**src/rtl/chan_deser_buff.sv**
```systemverilog
// chan_deser_buff: double-buffered serial-to-parallel capture buffer.
// Collects NDATA samples from each of NCHAN one-bit lanes into ping-pong
// banks and hands complete frames out over a valid/ready handshake.
//
// Ports:
//   clk        rising-edge clock
//   rst        synchronous active-high reset
//   ena        sample strobe (din captured when ena=1)
//   din        one serial bit per lane
//   wr_cnt     index of the next sample within the current frame
//   dout       read-bank contents, lane c at dout[c*NDATA +: NDATA]
//   dout_valid read bank holds a complete, unconsumed frame
//   dout_ready consumer accepts the frame (with dout_valid)
//   overflow   sticky: a sample was dropped with both banks full

// Per-lane storage: two NDATA-bit bank words, one write port, one read mux.
module chan_deser_lane #(
    parameter int NDATA     = 128,
    parameter int NDATA_LOG = $clog2(NDATA)
) (
    input  logic                 clk,
    input  logic                 rst,
    input  logic                 we,
    input  logic                 wsel,
    input  logic                 rsel,
    input  logic [NDATA_LOG-1:0] pos,
    input  logic                 bit_in,
    output logic [NDATA-1:0]     word
);
    logic [1:0][NDATA-1:0] bank;

    always_ff @(posedge clk) begin
        if (rst)
            bank <= '0;
        else if (we)
            bank[wsel][pos] <= bit_in;
    end

    assign word = bank[rsel];
endmodule

module chan_deser_buff #(
    parameter int NCHAN     = 4,
    parameter int NDATA     = 128,
    parameter bit MSB_FIRST = 1'b0,
    localparam int NDATA_LOG = $clog2(NDATA)
) (
    input  logic                   clk,
    input  logic                   rst,
    input  logic                   ena,
    input  logic [NCHAN-1:0]       din,
    output logic [NDATA_LOG-1:0]   wr_cnt,
    output logic [NCHAN*NDATA-1:0] dout,
    output logic                   dout_valid,
    input  logic                   dout_ready,
    output logic                   overflow
);
    typedef enum logic [1:0] {FILL0, FILL1, STALL} state_t;

    localparam logic [NDATA_LOG-1:0] LAST = NDATA_LOG'(NDATA - 1);

    state_t               state;
    logic                 wbank;
    logic                 rbank;
    logic                 we;
    logic                 fc;
    logic                 cs;
    logic [NDATA_LOG-1:0] pos;

    // Samples arriving while both banks are full are dropped.
    assign we  = ena && (state != STALL);
    assign fc  = we && (wr_cnt == LAST);
    assign cs  = dout_valid && dout_ready;
    assign pos = MSB_FIRST ? (LAST - wr_cnt) : wr_cnt;

    genvar c;
    generate
        for (c = 0; c < NCHAN; c++) begin : g_lane
            chan_deser_lane #(.NDATA(NDATA), .NDATA_LOG(NDATA_LOG)) u_lane (
                .clk    (clk),
                .rst    (rst),
                .we     (we),
                .wsel   (wbank),
                .rsel   (rbank),
                .pos    (pos),
                .bit_in (din[c]),
                .word   (dout[c*NDATA +: NDATA])
            );
        end
    endgenerate

    always_ff @(posedge clk) begin
        if (rst) begin
            state      <= FILL0;
            wbank      <= 1'b0;
            rbank      <= 1'b0;
            wr_cnt     <= '0;
            dout_valid <= 1'b0;
            overflow   <= 1'b0;
        end else begin
            // Explicit wrap so non-power-of-two NDATA never reaches NDATA.
            if (we)
                wr_cnt <= fc ? '0 : wr_cnt + 1'b1;
            if (state == STALL && ena)
                overflow <= 1'b1;
            case (state)
                FILL0: begin
                    if (fc) begin
                        state      <= FILL1;
                        rbank      <= wbank;
                        wbank      <= ~wbank;
                        dout_valid <= 1'b1;
                    end
                end
                FILL1: begin
                    if (cs && fc) begin
                        // Hand over the fresh frame and reuse the freed bank.
                        rbank <= wbank;
                        wbank <= ~wbank;
                    end else if (cs) begin
                        state      <= FILL0;
                        dout_valid <= 1'b0;
                    end else if (fc) begin
                        state <= STALL;
                    end
                end
                STALL: begin
                    if (cs) begin
                        // Newest frame becomes readable; consumed bank is refilled.
                        state <= FILL1;
                        rbank <= wbank;
                        wbank <= rbank;
                    end
                end
                default: begin
                    state      <= FILL0;
                    dout_valid <= 1'b0;
                end
            endcase
        end
    end
endmodule

```
**config.mk**
```make
export PLATFORM = sky130hd
export DESIGN_NAME = chan_deser_buff
export DESIGN_NICKNAME = d
export VERILOG_FILES = /design/src/rtl/chan_deser_buff.sv
export SDC_FILE = /design/constraint.sdc
export NUM_CORES = 2
export LEC_CHECK = 0
export CAP_MARGIN = 5
export CORE_AREA = 2 2 350 248
export DETAILED_ROUTE_END_ITERATION = 10
export DIE_AREA = 0 0 352 250
export PLACE_DENSITY = 0.89
export REMOVE_ABC_BUFFERS = 1
export SYNTH_ARGS = -nofsm -noshare
export SYNTH_HDL_FRONTEND = slang
export SYNTH_SLANG_ARGS = --single-unit
```
**constraint.sdc**
```tcl
create_clock -name clk -period 4.3 [get_ports clk]
set_clock_uncertainty 0.1 [all_clocks]
set_input_delay 0.43 -clock clk [delete_from_list [all_inputs] [get_ports clk]]
set_output_delay 0.43 -clock clk [all_outputs]
set_load 0.01 [all_outputs]
```
==> impl_metrics.yaml <==
yosys:
  muxShareOfSynthArea_pct: 34.70
  yosys.area_share.simple_pct: 17.21
  syn_inst: 4309
  yosys_warnings: 0
  yosys_register_bits: 1037
  synth_area_per_cell_um2: 10.72
  synth_adder_area_share_pct: 0.02709
  seq_area_frac_synth_pct: 44.95
  synth_cell_type_count: 39
  syn-cell-area_um2: 46190
  ys_async_sr_fraction_pct: 0
  synth_edf_count: 0
  synth_xor_xnor_area_share_pct: 0.09482
  synth_top_family_by_area: "multiplexers"
  synth-main-ff-cell: "dfxtp_1"
  synth_compound_area_share_pct: 0.1869
run:
  drv_cap: 0
timing:
  slew_headroom_pct: 12.85
  slew_viol_final: 0
  min_period_ps: 3569
  tightest_slew_ps: 1307
  hold_viol: 0
  fin_crit_sh_pct: 83.00
  finalSetupTns_ps: 0
  setup_viol: 0
  rsz0062_at_grt: "no"
  timing.fmax_ghz: 0.2802
drt:
  routedWlPerCell_um: 21.34
  drc: 0
  first_pass_iters: 7
  drtIter0Drc: 2349
  ant_nets: 0
  viasPerCell: 5.504
  wirelength_um: 125800
  vias: 32460
power_and_ir_drop:
  finalPower_mw: 19.47
  swShare_pct: 21.25
  clockPowerShare_pct: 47.6
  vdd_drop_max_v: 0.0002963
  seq_power_share_pct: 49.4
  leakage_nw: 26.74
  internal_power_mw: 15.33
  power_frac_comb_pct: 3.0
  p_per_area_nw_per_um2: 347.3
  p_sw_mw: 4.138
floorplanning:
  coreArea_um2: 85020
  fp-row-count: 90
  io_pins: 529
  die_y_um: 250
  initial_core_util_pct: 54.32
  chipWidth_um: 352
  die_area_um2: 88000
setup_path:
  crit_chain: "buf_4, mux2_2, clkdlybuf4s50_1"
  critPathMaxFanout: 39
  reg2reg_from: "wbank$_SDFFE_PP0P_"
  r2r_cells: 5
  endpoint_kind: "output port"
  crit_arrival_ps: 3040
  crit_family: "buffers and inverters"
  critPathRequiredTime_ps: 3770
  cp_num_buf_inv: 2
  r2r_end: "g_lane[0].u_lane.bank[254]$_SDFFE_PP0P_"
  worst_path_largest_cell_delay_ps: 870
  worstSetupPathType: "flop to output port"
  start_kind: "flop"
  slowest_stage: "dfxtp_4"
  r2r_slack_ps: 1340
cts:
  cts_tree: "done"
  cts_setup_buffers: 0
  ctsHoldBuffers: 0
  clkTransAtPathRegs_ps: 60
  cts_resized: 0
  clockRootBuffer: "clkbuf_16"
  ctsLongestPathBuffers: 3
  cts_buffers: 95
  htreeDepth: 3
  clkSinkCount: 1037
  clock_latency_ps: 650
layout:
  fin_cells: 5898
  nNetsFinal: 4679
  drive_gt1_share_pct: 16.45
  syn_to_final_growth_pct: 21.40
  num-fill-cells: 6225
hold_path:
  min_from: "rst"
  whs_endpoint: "g_lane[3].u_lane.bank[51]$_SDFFE_PP0P_"
  hp-class: "input pin to flop"
  holdPathStages: 3
status:
  status: "complete, no violations"
place:
  io_buffers: 528
  placed_cells: 5723
  gp_congestion: 0.8099
  hpwlAfterDp_um: 78980
grt:
  grt_usage_pct: 27.72
  antenna_found_initial: 2
  grt_first_pass_wirelength_um: 194500
  globalRouteOverflowTotal: 0
  grt_pass1_vias: 33500
  grt_max_degree: 318
## how the worst max path moves through the flow
stage / endpoint / cells after the start / start / slack, ps
6_report: dout[429] / 3 / rbank$_SDFFE_PP0P_ / 730
5_1_grt: dout[429] / 3 / rbank$_SDFFE_PP0P_ / 630
4_1_cts: dout[429] / 3 / rbank$_SDFFE_PP0P_ / 680
3_5_place_dp: g_lane[0].u_lane.bank[91]$_SDFFE_PP0P_ / 7 / ena / 1200
3_3_place_gp: g_lane[3].u_lane.bank[91]$_SDFFE_PP0P_ / 7 / ena / 1230
2_1_floorplan: dout[0] / 1 / rbank$_SDFFE_PP0P_ / -9320
## cell usage after synthesis, drive strengths merged, types with 2 or more instances
cell	number	area share, %
nor3	10	0.11
inv	3	0.024
and3	2	0.027
nor4	14	0.28
xor2	2	0.038
nand2b	1036	14
mux2i	1025	22
nor2	14	0.11
or3	3	0.041
nor3b	3	0.049
mux2	512	12
a21oi	5	0.054
nand3b	3	0.049
nand2	265	2.2
nand3	4	0.043
o21bai	2	0.032
dfxtp	1037	45
a31oi	2	0.027
and4	8	0.15
nor4bb	2	0.043
buf	29	0.27
xnor2	3	0.057
or4	2	0.032
clkbuf	311	2.5
and2	2	0.027
## kinds of logic after synthesis
group | Yosys count
simple gates | 1372
fa+ha+maj | 1
buf+inv | 344
flops | 1037
xor+xnor | 5
compound gates | 13
mux | 1537
## through the flow
stage / area, um^2 / setup WS [ps] / util (%) / hold WS [ps]
floorplan: 44890 / -9322 / - / 344.6
global placement: 52600 / 1227 / 61.87 / 356.9
detailed placement: 52610 / 1199 / 61.88 / 361.8
CTS: 56070 / 677.2 / 65.94 / 266.8
global route: 56070 / 627.6 / 65.94 / 314.4
finish: 56070 / 730.9 / 65.95 / 301.6
## power groups by stage
stage / Combinational (mW) / Clock (mW) / Sequential, mW
3_3_place_gp: 0.571 / 0 / 9.83
3_5_place_dp: 0.574 / 0 / 9.83
6_report: 0.585 / 9.27 / 9.62
2_1_floorplan: 0.287 / 0 / 9.83
5_1_grt: 0.610 / 9.74 / 9.61
4_1_cts: 0.576 / 9.36 / 9.62
## placed cells by master (no fill, tap or decap), types with 6 or more instances in the layout
| cell type | n |
|---|---|
| dfxtp_1 | 1036 |
| clkbuf_1 | 14 |
| mux2_2 | 512 |
| clkdlybuf4s50_1 | 527 |
| and4_1 | 8 |
| bufinv_16 | 16 |
| buf_4 | 56 |
| nor4_4 | 6 |
| nor2_2 | 8 |
| buf_12 | 19 |
| clkbuf_8 | 19 |
| clkinv_2 | 18 |
| nand2_1 | 265 |
| clkbuf_16 | 98 |
| nor2_1 | 6 |
| mux2i_1 | 1025 |
| nand2b_1 | 1032 |
## state kept, by name, summed over array words and instances, names as in the netlist
| register | flops |
|---|---|
| state | 2 |
| wbank | 1 |
| dout_valid | 1 |
| overflow | 1 |
| wr_cnt | 7 |
| g_lane.u_lane.bank | 1024 |
| rbank | 1 |
## area by class of cell
| class | instances | area [um^2] | share of cell area [%] |
|---|---|---|---|
| Clock buffer | 131 | 2766 | 4.934 |
| Antenna cell | 1 | 2.502 | 0.004463 |
| Sequential cell | 1037 | 20760 | 37.03 |
| Tap cell | 1150 | 1439 | 2.566 |
| Inverter | 4 | 15.01 | 0.02678 |
| Multi-Input combinational cell | 2928 | 24290 | 43.32 |
| Timing Repair Buffer | 604 | 6106 | 10.89 |
| Clock inverter | 43 | 685.7 | 1.223 |
## tightest hold or removal path, stage by stage
cell and delay, ps:
buf_8 240, nand2b_1 220, mux2i_1 110
## per-layer routing
metal,GRT usage (%),routed length (um),vias up
met5,0,0,-
met4,10.19,4348,0
met3,5.097,7943,233
met2,44.78,57860,960
met1,36.99,55690,16020
li1,-,-,15250
Note: power is estimated with default switching activity, not from simulation.
